--- config.mk ---
export PLATFORM = sky130hd
export DESIGN_NAME = seg_scan_ctrl
export DESIGN_NICKNAME = d
export VERILOG_FILES = /design/src/rtl/seg_pkg.sv /design/src/rtl/bin2bcd_seq.sv /design/src/rtl/seg_scan_ctrl.sv
export SDC_FILE = /design/constraint.sdc
export NUM_CORES = 1
export LEC_CHECK = 0
export ABC_AREA = 1
export CORE_ASPECT_RATIO = 1.1
export CORE_MARGIN = 10
export CORE_UTILIZATION = 45
export DETAILED_ROUTE_END_ITERATION = 16
export GPL_ROUTABILITY_DRIVEN = 0
export PLACE_DENSITY = 0.7
export RECOVER_POWER = 50
export SYNTH_ARGS = -nofsm -noshare
export SYNTH_HDL_FRONTEND = slang
export SYNTH_SLANG_ARGS = --single-unit
--- constraint.sdc ---
create_clock -name iCLK -period 1.5 [get_ports iCLK]
set_input_delay 0.15 -clock iCLK [delete_from_list [all_inputs] [get_ports iCLK]]
set_output_delay 0.15 -clock iCLK [all_outputs]
set_load 0.005 [all_outputs]
--- src/rtl/seg_pkg.sv ---
// Shared constants, FSM state type and the double-dabble adjust helper
// for the multiplexed 7-segment scan controller.
package seg_pkg;

   localparam int          NDIG        = 6;
   localparam logic [23:0] DEC_MAX     = 24'd999999;
   localparam logic [23:0] OVF_PATTERN = 24'hFFFFFF;

   typedef enum logic [1:0] {
      IDLE   = 2'd0,
      CONV   = 2'd1,
      COMMIT = 2'd2
   } state_e;

   // Add 3 to every BCD nibble that is 5 or more, ahead of the left shift.
   function automatic logic [27:0] dd_adjust(input logic [27:0] bcd);
      logic [27:0] r;
      r = bcd;
      for (int k = 0; k < 7; k++) begin
         if (r[4*k +: 4] >= 4'd5) begin
            r[4*k +: 4] = r[4*k +: 4] + 4'd3;
         end
      end
      return r;
   endfunction

endpackage

--- src/rtl/bin2bcd_seq.sv ---
// Serial double-dabble converter: 24-bit binary to BCD, one bit per cycle.
// The first iteration happens on the start edge itself, so done_o pulses
// 24 cycles after start and the result is then held until the next start.
module bin2bcd_seq
   import seg_pkg::*;
(
   input  logic        clk_i,
   input  logic        rst_ni,
   input  logic        start_i,
   input  logic [23:0] bin_i,
   output logic        busy_o,
   output logic        done_o,
   output logic [23:0] bcd_o
);

   logic [27:0] bcd_q, bcd_d;
   logic [23:0] sh_q,  sh_d;
   logic [4:0]  cnt_q;
   logic        busy_q;
   logic        done_q;

   // One double-dabble iteration on the current accumulator / shift register.
   always_comb begin
      logic [27:0] adj;
      adj   = dd_adjust(bcd_q);
      bcd_d = {adj[26:0], sh_q[23]};
      sh_d  = {sh_q[22:0], 1'b0};
   end

   // Iteration sequencing; reset aborts any conversion in flight.
   always_ff @(posedge clk_i or negedge rst_ni) begin
      if (!rst_ni) begin
         bcd_q  <= '0;
         sh_q   <= '0;
         cnt_q  <= '0;
         busy_q <= 1'b0;
         done_q <= 1'b0;
      end else begin
         done_q <= 1'b0;
         if (start_i && !busy_q) begin
            bcd_q  <= {27'd0, bin_i[23]};
            sh_q   <= {bin_i[22:0], 1'b0};
            cnt_q  <= 5'd1;
            busy_q <= 1'b1;
         end else if (busy_q) begin
            bcd_q <= bcd_d;
            sh_q  <= sh_d;
            cnt_q <= cnt_q + 5'd1;
            if (cnt_q == 5'd23) begin
               busy_q <= 1'b0;
               done_q <= 1'b1;
            end
         end
      end
   end

   assign busy_o = busy_q;
   assign done_o = done_q;
   assign bcd_o  = bcd_q[23:0];

endmodule

--- src/rtl/seg_scan_ctrl.sv ---
// 6-digit multiplexed 7-segment sequencer: load handshake, decimal/hex
// display register, digit scan, brightness PWM and leading-zero blanking.
module seg_scan_ctrl
   import seg_pkg::*;
#(
   parameter logic [15:0] DWELL = 16'd20000,
   parameter int          PWM_W = 4
) (
   input  logic             iCLK,
   input  logic             iRST_n,
   input  logic [23:0]      iNum,
   input  logic             iIsHex,
   input  logic             iLoad,
   input  logic             iLZB,
   input  logic [PWM_W-1:0] iBright,
   output logic             oBusy,
   output logic             oOvf,
   output logic [3:0]       oDigit,
   output logic [5:0]       oSel
);

   state_e           state_q;
   logic [23:0]      num_q;
   logic [23:0]      disp_q;
   logic             hex_q;
   logic             busy_q;
   logic             ovf_q;

   logic [15:0]      dwell_q, dwell_d;
   logic [2:0]       idx_q,   idx_d;
   logic [PWM_W-1:0] pwm_q,   pwm_d;
   logic [3:0]       digit_q, digit_d;
   logic [5:0]       sel_q,   sel_d;

   logic             accept;
   logic             cvt_start;
   logic             cvt_busy;
   logic             cvt_done;
   logic [23:0]      cvt_bcd;

   assign accept    = iLoad && !busy_q;
   assign cvt_start = (state_q == IDLE) && accept && !iIsHex;

   bin2bcd_seq u_bin2bcd (
      .clk_i   (iCLK),
      .rst_ni  (iRST_n),
      .start_i (cvt_start),
      .bin_i   (iNum),
      .busy_o  (cvt_busy),
      .done_o  (cvt_done),
      .bcd_o   (cvt_bcd)
   );

   // Load FSM: hex loads land immediately, decimal loads go through the
   // converter and the display register is only written whole in COMMIT.
   always_ff @(posedge iCLK or negedge iRST_n) begin
      if (!iRST_n) begin
         state_q <= IDLE;
         num_q   <= '0;
         disp_q  <= '0;
         hex_q   <= 1'b0;
         busy_q  <= 1'b0;
         ovf_q   <= 1'b0;
      end else begin
         case (state_q)
            IDLE: begin
               if (accept) begin
                  num_q <= iNum;
                  hex_q <= iIsHex;
                  if (iIsHex) begin
                     disp_q <= iNum;
                     ovf_q  <= 1'b0;
                  end else begin
                     state_q <= CONV;
                     busy_q  <= 1'b1;
                  end
               end
            end
            CONV: begin
               if (cvt_done) begin
                  state_q <= COMMIT;
               end
            end
            COMMIT: begin
               if (num_q > DEC_MAX) begin
                  disp_q <= OVF_PATTERN;
                  ovf_q  <= 1'b1;
               end else begin
                  disp_q <= cvt_bcd;
                  ovf_q  <= 1'b0;
               end
               state_q <= IDLE;
               busy_q  <= 1'b0;
            end
            default: begin
               state_q <= IDLE;
               busy_q  <= 1'b0;
            end
         endcase
      end
   end

   // Free-running dwell / digit index / PWM counters, independent of the FSM.
   always_comb begin
      pwm_d   = pwm_q + 1'b1;
      dwell_d = dwell_q + 16'd1;
      idx_d   = idx_q;
      if (dwell_q == DWELL - 16'd1) begin
         dwell_d = '0;
         idx_d   = (idx_q == 3'(NDIG - 1)) ? 3'd0 : idx_q + 3'd1;
      end
   end

   // Output selection: nibble for the current index plus all blank sources.
   always_comb begin
      logic pwm_blank;
      logic lzb_blank;
      logic edge_blank;
      digit_d    = disp_q[{idx_q, 2'b00} +: 4];
      pwm_blank  = (pwm_q >= iBright) && (iBright != '1);
      lzb_blank  = !hex_q && iLZB && !ovf_q && (idx_q != 3'd0) &&
                   ((disp_q >> {idx_q, 2'b00}) == 24'd0);
      edge_blank = (dwell_q == DWELL - 16'd1);
      sel_d      = ~(6'b100000 >> idx_q);
      if (pwm_blank || lzb_blank || edge_blank) begin
         sel_d = 6'b111111;
      end
   end

   // Scan counters and registered digit/select outputs.
   always_ff @(posedge iCLK or negedge iRST_n) begin
      if (!iRST_n) begin
         dwell_q <= '0;
         idx_q   <= '0;
         pwm_q   <= '0;
         digit_q <= '0;
         sel_q   <= 6'b111111;
      end else begin
         dwell_q <= dwell_d;
         idx_q   <= idx_d;
         pwm_q   <= pwm_d;
         digit_q <= digit_d;
         sel_q   <= sel_d;
      end
   end

   assign oBusy  = busy_q;
   assign oOvf   = ovf_q;
   assign oDigit = digit_q;
   assign oSel   = sel_q;

endmodule

==> flow_summary.json <==
{
  "outcome": "complete, but fails checks",
  "failed_checks": "setup timing",
  "worstPathCellList": "inv_2, nand2_1, a21oi_1, a21oi_4, buf_4, buf_4, buf_4, inv_1",
  "vias": 6271,
  "r2r_worst_path_depth": 8,
  "timing.hold.worst.start": "iNum[0]",
  "synthesis.instances": 870,
  "overflow": 0,
  "internal-power_w": 0.00669,
  "worst_ep_required_time_ns": 1.87,
  "die-area_um2": 21100,
  "synth_area_per_cell_um2": 8.12,
  "part_of_the_yosys_area_used_for_sequential_elements": 0.476,
  "layout_setup_ws_ns": -0.134,
  "synth-seq-cells": 134,
  "power_density_nw_per_um2": 910,
  "timing.max_cap.violations": 0,
  "report.power.total_w": 0.00842,
  "power.net_switching_w": 0.00173,
  "area_growth_pct": 31.0,
  "critical_path_class": "register to register",
  "crit_end_category": "register",
  "post_layout_net_count": 1022,
  "synth.distinct_cells": 41,
  "antennaDiodeCount": 0,
  "layout_min_cycle_time_ns": 1.63,
  "vias_per_cell": 5.33,
  "inserted_clock_buffers": 17,
  "p_comb_frac": 0.029,
  "max_freq_mhz": 612,
  "timing_max_transition_violations_final": 0,
  "syn_nets": 923,
  "synthDominantAreaCellType": "dfrtp_1",
  "worst_setup_path_start_kind": "register",
  "postRouteWirelength_um": 19000,
  "nFillCells": 1290,
  "p_leak_nw": 4.40,
  "groute.usage.overall": 0.165,
  "crit_path_top_delay_cell": "dfrtp_1",
  "synth-warning-count": 0,
  "fin_skew_ns": 0.00782,
  "cts.root.buffer_cell": "clkbuf_16",
  "combined_area_of_the_multi_input_logic_cells_um2": 3360,
  "layout.area.seq_um2": 3360,
  "post-route-period-util": 1.09,
  "crit_fanout": 6,
  "routed_wire_length_per_instance_um": 16.1,
  "timing.hold.worst_endpoint": "u_bin2bcd.sh_q[1]$_DFFE_PN0P_",
  "design_area_um2": 9250,
  "first_global_vias": 5852,
  "grt_antenna_before_repair": 0,
  "drive_gt1_frac": 0.216,
  "power.sequential.fraction": 0.430,
  "min_delay_path_depth": 3,
  "sw_frac_of_total": 0.206,
  "rsz0062_at_grt": "true",
  "netlist_area_um2": 7070,
  "io_buffer_count": 44,
  "worstPathArrival_ns": 2.00,
  "max-slew-margin-rel": 0.494,
  "cts.sinks": 134,
  "timing.critical_path.slowest_cell_delay_ns": 0.45,
  "detailed_place_hpwl_um": 12300,
  "critPathTopFamily": "buffers and inverters",
  "ys_top_cells_by_area": "dfrtp_1 45%, nand2_1 11%, inv_1 6.2%",
  "initial_drt_pass_iterations": 5,
  "placeableCoreArea_um2": 15200,
  "setup_viol": 17,
  "drc_errors": 0,
  "most_frequent_cell_on_critical_path": "buf_4",
  "reg2reg_setup_slack_ns": -0.13,
  "timing_worst_slew_pin_value_ns": 0.759,
  "dpl-instance-area_um2": 8010,
  "path_buf_inv": 5,
  "post-synth-top-area-fraction": 0.453,
  "max-clock-path-buffers": 2,
  "mostFrequentLayoutCells": "188 x nand2_1, 125 x dfrtp_1, 112 x inv_1, 73 x nor2_1, 51 x o21ai_0",
  "boundaryPins": 45,
  "htree_levels": 4,
  "tritoncts": "built",
  "initial_utilization": 0.464,
  "row_count": 47,
  "reg2reg_to": "oDigit[1]$_DFF_PN0_",
  "clockPowerShare": 0.541,
  "grt_first_pass_wirelength_um": 28600,
  "clk_latency_ns": 0.42,
  "hold_viol_final": 0,
  "detail_route.iter0.violations": 519,
  "final_common_cell": "nand2_1",
  "ant_nets": 0,
  "grt_start_max_net_pins": 49,
  "chipHeight_um": 151,
  "die_w_um": 139,
  "r2r_start": "idx_q[1]$_DFFE_PN0N_",
  "vdd_drop_max_mv": 0.893,
  "cts.reportedPaths.clkPinSlew_ns": 0.06,
  "class_of_the_most_critical_hold_timing_path": "input port to register"
}
cell usage after synthesis, drive strengths merged:
master  number
o211ai       6
ha          20
o21ai       79
dfrtp      128
o21a         1
inv        122
nand4       11
dfstp        6
buf         26
o32ai        7
nor4         6
nor2        91
o21bai       2
a22o         1
nor3         6
o22ai        7
clkbuf       8
a21oi       32
nor3b        2
xor2        15
o221ai       9
xnor2        2
o31ai        1
a22oi       10
nand2      213
nand3       59
power groups by stage:
stage          clock [W]  sequential [W]  combinational, W
6_report         0.00456         0.00362          0.000247
5_1_grt          0.00476         0.00362          0.000274
4_1_cts          0.00460         0.00362          0.000258
3_5_place_dp           0         0.00368          0.000253
3_3_place_gp           0         0.00368          0.000253
2_1_floorplan          0         0.00368         0.0000379
kinds of logic (layout without fill, tap and decap cells):
| logic type | Yosys count | in the layout | synth area share |
|---|---|---|---|
| compound gates | 155 | 155 | 0.134 |
| xor+xnor | 17 | 17 | 0.0211 |
| simple gates | 388 | 388 | 0.238 |
| flops | 134 | 134 | 0.476 |
| buf+inv | 156 | 266 | 0.0956 |
| fa+ha+maj | 20 | 20 | 0.0354 |
worst max path at each step:
| stage | from | endpoint | slack, ns | cells after the start |
|---|---|---|---|---|
| 6_report | idx_q[1]$_DFFE_PN0N_ | oDigit[1]$_DFF_PN0_ | -0.13 | 8 |
| 5_1_grt | idx_q[0]$_DFFE_PN0N_ | oSel[5]$_DFF_PN1_ | -0.15 | 10 |
| 4_1_cts | idx_q[0]$_DFFE_PN0N_ | oSel[5]$_DFF_PN1_ | -0.02 | 10 |
| 3_5_place_dp | iBright[1] | oSel[5]$_DFF_PN1_ | -0.27 | 11 |
| 3_3_place_gp | iBright[1] | oSel[5]$_DFF_PN1_ | -0.23 | 11 |
| 2_1_floorplan | num_q[13]$_DFFE_PN0P_ | disp_q[21]$_DFFE_PN0P_ | 0.14 | 10 |
tightest hold or removal path, delay by kind of cell:
family | cells | cell delay (ns)
AOI/OAI and AO/OA | 1 | 0.08
buffers and inverters | 2 | 0.47
registers in the layout (all words and copies together) (netlist names), 2 cells and up:
name	flops
pwm_q	4
state_q	2
disp_q	24
u_bin2bcd.cnt_q	5
u_bin2bcd.bcd_q	24
oDigit	4
dwell_q	16
idx_q	3
num_q	18
oSel	6
u_bin2bcd.sh_q	23
cell type report:
cell class	count	share of cell area
Clock buffer	18	0.0475
Inverter	122	0.0519
Timing Repair Buffer	113	0.125
Tap cell	196	0.0265
Timing Repair inverter	1	0.000676
Sequential cell	134	0.364
Multi-Input combinational cell	580	0.363
Clock inverter	12	0.0218
metal layers:
metal / GRT usage / up-vias / part of all wire
li1: - / 3028 / -
met1: 0.216 / 3023 / 0.44
met2: 0.264 / 198 / 0.48
met3: 0.0410 / 22 / 0.068
met4: 0.0538 / 0 / 0.013
met5: 0 / - / 0
what timing repair did:
item | in CTS | in global routing
gates resized for setup | 26 | 100
gates cloned | 0 | 10
hold buffers | 1 | 0
buffers inserted | 2 | 7
endpoints found under the setup margin | 14 | 48
pin swaps | 2 | 24
endpoints found under the hold margin | 128 | 0
metrics by stage:
step / setup TNS (ns) / worst slack, ns / utilization / hold slack (ns) / std cells
after floorplan: 0 / 0.140 / - / -0.146 / 870
after global placement: -6.19 / -0.226 / 0.526 / 0.0491 / 1126
after detailed placement: -7.11 / -0.267 / 0.526 / 0.0496 / 1126
after CTS: -0.0258 / -0.0217 / 0.573 / 0.190 / 1159
after global routing: -4.74 / -0.153 / 0.608 / 0.346 / 1176
final: -0.559 / -0.134 / 0.608 / 0.334 / 1176
No activity file was read; power rests on OpenSTA's default activity.
==> edit 1, RTL diff (config.mk and constraints unchanged) <==
Re-encode `state_e` (3 states) as one-hot, 3 bits wide.
--- a/src/rtl/seg_pkg.sv
+++ b/src/rtl/seg_pkg.sv
@@ -6,10 +6,10 @@
    localparam logic [23:0] DEC_MAX     = 24'd999999;
    localparam logic [23:0] OVF_PATTERN = 24'hFFFFFF;
 
-   typedef enum logic [1:0] {
-      IDLE   = 2'd0,
-      CONV   = 2'd1,
-      COMMIT = 2'd2
+   typedef enum logic [2:0] {
+      IDLE   = 3'b001,
+      CONV   = 3'b010,
+      COMMIT = 3'b100
    } state_e;
 
    // Add 3 to every BCD nibble that is 5 or more, ahead of the left shift.
Formal check against the unedited RTL: no difference found for any inputs over 10 cycles, from zero or initial values and one cycle with iRST_n low; not proved beyond that.
==> edit 1 against the original RTL <==
- the flow still finishes with violations (negative setup slack)
- sequential cell count up 1
- area after synthesis fell by 1.4%
- via count rose by 6.2%
- count of clock-buffer cells in the layout grew 2
- cell area increased by 6.2%
- wire length up 9.4%
- worst setup slack lost 0.028 ns
- first-iteration DRC count increased by 40%
- critical path depth did not move
- maximum frequency decreased by 1.7%
Power is not compared: it rests on default switching activity, and its combinational part moved more than twofold at a synthesized area within 25%.
==> edit 1: results (changes against the original RTL) <==
LOGIC SYNTHESIS
------------------------------------------------------------------
Syn nets                                                       941   +2.0%
Compound-gate portion of the synthesized area                11.0%   -2.5 points
Xor/xnor cell area share of the yosys netlist                1.63%   -0.47 points
Part of the Yosys area used for sequential elements          48.6%   +1.1 points
Ranking of synthesized cells by instance count        253 x sky130_fd_sc_hd__nand2_1, 128 x sky130_fd_sc_hd__dfrtp_1, 110 x sky130_fd_sc_hd__inv_1, 100 x sky130_fd_sc_hd__nor2_1
Leading cell types by total area after synthesis      sky130_fd_sc_hd__dfrtp_1 46%, sky130_fd_sc_hd__nand2_1 14%, sky130_fd_sc_hd__inv_1 5.9%, sky130_fd_sc_hd__nor2_1 5.4%, sky130_fd_sc_hd__nand3_1 4.0%
Post-Synthesis Cells                                           888   +2.1%
Post-synthesis cell type count                                  39   -4.9%

CRITICAL PATH
------------------------------------------------------------------
Arrival time of the worst setup path                       1.97 ns   -0.03 ns
Crit path from                                        state_q[0]$_DFFE_PN1P_

GRT
------------------------------------------------------------------
First-pass GRT wire length                            31,100 microns   +8.8%
Vias in the first global route                               6,141   +4.9%
Total track usage                                            18.3%   +1.8 points

TIMING
------------------------------------------------------------------
Setup-failing EPs final                                         39   +22
Worst clock skew on the final layout                     0.0162 ns   +0.00841 ns
Setup WS post-layout                                     -0.161 ns   -0.0275 ns
Slew Limit Headroom                                          25.4%   -24 points

LAYOUT
------------------------------------------------------------------
Final Net Count                                              1,074   +5.1%
Number of fill cells in the layout                           1,167   -9.5%
Layout Cells excl Fill                                       1,230   +4.6%
Layout cell share with drive strength beyond 1               23.6%   +2.0 points

CLOCK TREE
------------------------------------------------------------------
Setup bufs post-CTS                                              7   +5
Worst skew pair latency                                    0.44 ns   +0.02 ns
Number of gates resized after CTS                               50   +92%

DETAILED ROUTING
------------------------------------------------------------------
Starting DRC count in detailed routing                         725   +40%
Routed wire length per instance                       16.9 microns   +4.6%

OUTCOME
------------------------------------------------------------------
Violated checks                                       negative setup slack
Status                                                finished, violations left

PLACEMENT
------------------------------------------------------------------
HPWL Detailed                                         12,500 microns   +1.9%

## edit 1: cell count changes in the layout (fill, tap and decap cells not counted), moves of 12 or more
cell                      unedited run  this run
sky130_fd_sc_hd__nand3_2            18         6
sky130_fd_sc_hd__a21oi_1            30         9
sky130_fd_sc_hd__nand2_1           188       226
sky130_fd_sc_hd__o21ai_1            25         7
sky130_fd_sc_hd__nand3_1            37        49
sky130_fd_sc_hd__a21oi_2             1        17
sky130_fd_sc_hd__buf_4              48        61
## edit 1: worst max-delay path, stage by stage (launching register included)
cell and delay (ns):
sky130_fd_sc_hd__dfstp_2 0.38, sky130_fd_sc_hd__buf_6 0.12, sky130_fd_sc_hd__nor3_4 0.28, sky130_fd_sc_hd__inv_4 0.14, sky130_fd_sc_hd__buf_12 0.17, sky130_fd_sc_hd__nor2_1 0.13, sky130_fd_sc_hd__nand3_1 0.12, sky130_fd_sc_hd__nand2_1 0.08
sky130_fd_sc_hd__nand2_1 0.10
## edit 1: through the flow
step	instance area [sq um]	util (%)	setup slack (ns)	power [mW]	hold WS, ns
final	9830	65.0	-0.161	17.0	0.320
after CTS	9090	60.1	-0.0558	16.1	0.210
after floorplan	6960	-	0.0174	9.14	-0.146
after global placement	8100	53.6	-0.234	10.8	0.100
after detailed placement	8100	53.6	-0.279	10.9	0.101
after global routing	9830	65.0	-0.180	18.1	0.349
## edit 1: layer usage
layer	global-route usage, %	vias up	wire (microns)
met3	3.94	53	1500
met4	8.72	0	748
met5	0	-	0
met2	29.5	285	10100
met1	23.0	3190	8450
li1	-	3131	-
## edit 1: cell type report
cell class	count	share of cell area [%]
flip-flops and latches	135	34.5
well taps	196	2.49
repair buffers	146	16.7
clock inverters	12	2.25
inverters	115	4.57
clock buffers	20	4.65
multi-input cells	606	34.9
==> edit 2, RTL diff (same flow settings) <==
Made on the original files. `PWM_W`: 4 -> 6.
--- a/src/rtl/seg_scan_ctrl.sv
+++ b/src/rtl/seg_scan_ctrl.sv
@@ -4,7 +4,7 @@
    import seg_pkg::*;
 #(
    parameter logic [15:0] DWELL = 16'd20000,
-   parameter int          PWM_W = 4
+   parameter int          PWM_W = 6
 ) (
    input  logic             iCLK,
    input  logic             iRST_n,
Interface: changed (resized iBright); port bits go from 45 to 47. The function was not compared with the original's and may differ.
==> edit 2 against the original RTL <==
- the flow still finishes with violations (negative setup slack)
- synthesized cell count grew 0.80%
- area after synthesis shrank 0.55%
- power shrank 1.2%
- worst setup slack lost 0.0035 ns
- cell area grew 1.8%
- sequential cell count grew 2
- combinational power grew 9.7%
- wire length grew 1.7%
- largest power group unchanged
==> edit 2: results (changes against the original RTL) <==
LOGIC SYNTHESIS
---------------------------------------------------------------------------
Leading cell types by total area after synthesis               sky130_fd_sc_hd__dfrtp_1 46%, sky130_fd_sc_hd__nand2_1 13%, sky130_fd_sc_hd__inv_1 5.6%, sky130_fd_sc_hd__nor2_1 4.6%, sky130_fd_sc_hd__o21ai_0 4.4%
Part of the Yosys area used for sequential elements                   48.5%   +0.97 points
Post-synthesis cell type count                                           40   -2.4%
Syn nets                                                                934   +1.2%
Ranking of synthesized cells by instance count                 238 x sky130_fd_sc_hd__nand2_1, 130 x sky130_fd_sc_hd__dfrtp_1, 105 x sky130_fd_sc_hd__inv_1, 87 x sky130_fd_sc_hd__nor2_1, 62 x sky130_fd_sc_hd__o21ai_0

TIMING
---------------------------------------------------------------------------
Tightest Pin Transition                                            0.815 ns   +0.0559 ns
Worst clock skew on the final layout                             0.00837 ns   +0.000546 ns
Setup-failing EPs final                                                  53   +36
Setup WS post-layout                                              -0.137 ns   -0.00346 ns

LAYOUT
---------------------------------------------------------------------------
Layout cell share with drive strength beyond 1                        23.3%   +1.7 points
Buffering overhead                                                    13.3%   +0.83 points
Register area                                                    3410 sq um   +1.5%
Number of fill cells in the layout                                    1,271   -1.5%
Clk cell area share                                                   6.53%   -0.39 points
Final Net Count                                                       1,051   +2.8%
Non-Clock Inverter Count                                                111   -9.8%
FFs & Latches                                                           136   +1.5%
Fraction of area in multi-input gates                                 36.4%   +0.11 points
Multi-input combinational cell count                                    598   +3.1%
Number of ordinary and repair buffers in the finished layout            130   +15%

PLACEMENT
---------------------------------------------------------------------------
Cell area after placement                                        8090 sq um   +1.1%
HPWL Detailed                                                  12,400 microns   +0.74%
Pre-CTS worst setup slack                                         -0.354 ns   -0.0870 ns
Port Buf Inserts                                                         46   +4.5%

POWER AND IR DROP
---------------------------------------------------------------------------
Leakage power figure                                                4.53 nW   +3.0%
Net switching power of the design                                   1.88 mW   +8.5%
Peak VDD IR                                                      0.000901 V   +0.99%

HOLD PATH
---------------------------------------------------------------------------
Path category of the worst min-delay check                      in -> async

CRITICAL PATH
---------------------------------------------------------------------------
Arrival time of the worst setup path                                1.94 ns   -0.06 ns
Largest delay share family, worst path                         simple AND/OR/NAND/NOR gates
Top fanout value on the critical path                                     7   +1
Slowest cell delay on critical path                                 0.38 ns   -0.07 ns

DETAILED ROUTING
---------------------------------------------------------------------------
Total routed wirelength                                        19,300 microns   +1.7%
Starting DRC count in detailed routing                                  575   +11%
Detailed-route via count                                              6,374   +1.6%

GRT
---------------------------------------------------------------------------
Vias in the first global route                                        5,955   +1.8%
First-pass GRT wire length                                     29,900 microns   +4.5%
Total track usage                                                     17.2%   +0.65 points

OUTCOME
---------------------------------------------------------------------------
Violated checks                                                negative setup slack
Status                                                         finished, violations left

CLOCK TREE
---------------------------------------------------------------------------
Number of H-tree levels                                                   4   unchanged

DIE
---------------------------------------------------------------------------
Standard-cell rows                                                       47   unchanged

## edit 2: per-stage QoR
stage	instances	utilization [%]	TNS, ns	hold WS, ns
floorplan	877	-	0	-0.146
global placement	1143	53.3	-8.78	0.0520
detailed placement	1143	53.3	-10.31	0.0542
CTS	1183	58.6	-0.634	0.179
global route	1203	62.1	-8.35	0.358
finish	1203	62.1	-2.51	0.351
## edit 2: worst paths after layout
path                                     endpoint  cells after the start  slack, ns                        from
min reg2reg                state_q[0]$_DFFE_PN0P_                      1       0.47  u_bin2bcd.done_o$_DFF_PN0_
max in group asynchronous       oSel[0]$_DFF_PN1_                      3       0.27                      iRST_n
min in group iCLK           num_q[15]$_DFFE_PN0P_                      3       0.36                    iNum[15]
max                         dwell_q[11]$_DFF_PN0_                      8      -0.14        dwell_q[9]$_DFF_PN0_
min                        state_q[1]$_DFFE_PN0P_                      2       0.35                      iRST_n
max reg2reg                 dwell_q[11]$_DFF_PN0_                      8      -0.14        dwell_q[9]$_DFF_PN0_
## edit 2: cells by family (layout without fill, tap and decap cells)
logic type	after synthesis	after routing	share of synthesized area, %
AO/OA/AOI/OAI	145	145	12.8
adder cells (fa/ha/maj)	22	22	3.92
buffers and inverters	143	273	8.28
flip-flops	136	136	48.5
XOR/XNOR	14	14	1.75
AND/OR/NAND/NOR	417	417	24.7
## edit 2: what timing repair did
| action | in CTS | in global routing |
|---|---|---|
| endpoints found under the setup margin | 44 | 91 |
| gates resized for setup | 47 | 108 |
| gates cloned | 0 | 7 |
| hold endpoints to repair | 130 | 0 |
| buffers inserted | 7 | 13 |
| pin swaps | 8 | 22 |
| hold buffers | 1 | 0 |
## edit 2: power groups by stage
stage / logic, mW / clock network [mW] / registers, mW
after floorplan: 0.0451 / 0 / 3.74
after global placement: 0.272 / 0 / 3.74
after detailed placement: 0.274 / 0 / 3.74
after CTS: 0.282 / 4.43 / 3.67
after global routing: 0.300 / 4.59 / 3.67
final: 0.271 / 4.38 / 3.67
## edit 2: worst reg2reg max path, cell delays in order (launching register included)
cell	delay, ns
sky130_fd_sc_hd__dfrtp_1	0.38
sky130_fd_sc_hd__inv_1	0.08
sky130_fd_sc_hd__nor2_1	0.12
sky130_fd_sc_hd__nand3_1	0.16
sky130_fd_sc_hd__nor4_4	0.25
sky130_fd_sc_hd__nand3_4	0.19
sky130_fd_sc_hd__buf_8	0.19
sky130_fd_sc_hd__o21ai_0	0.09
sky130_fd_sc_hd__a21oi_1	0.07
## edit 2: metal layers
metal	vias to the layer above	part of all wire (%)	track usage, %
met4	0	0.94	4.33
met2	189	49	28.2
li1	3089	-	-
met1	3077	45	22.5
met3	19	5.3	3.95
met5	-	0	0
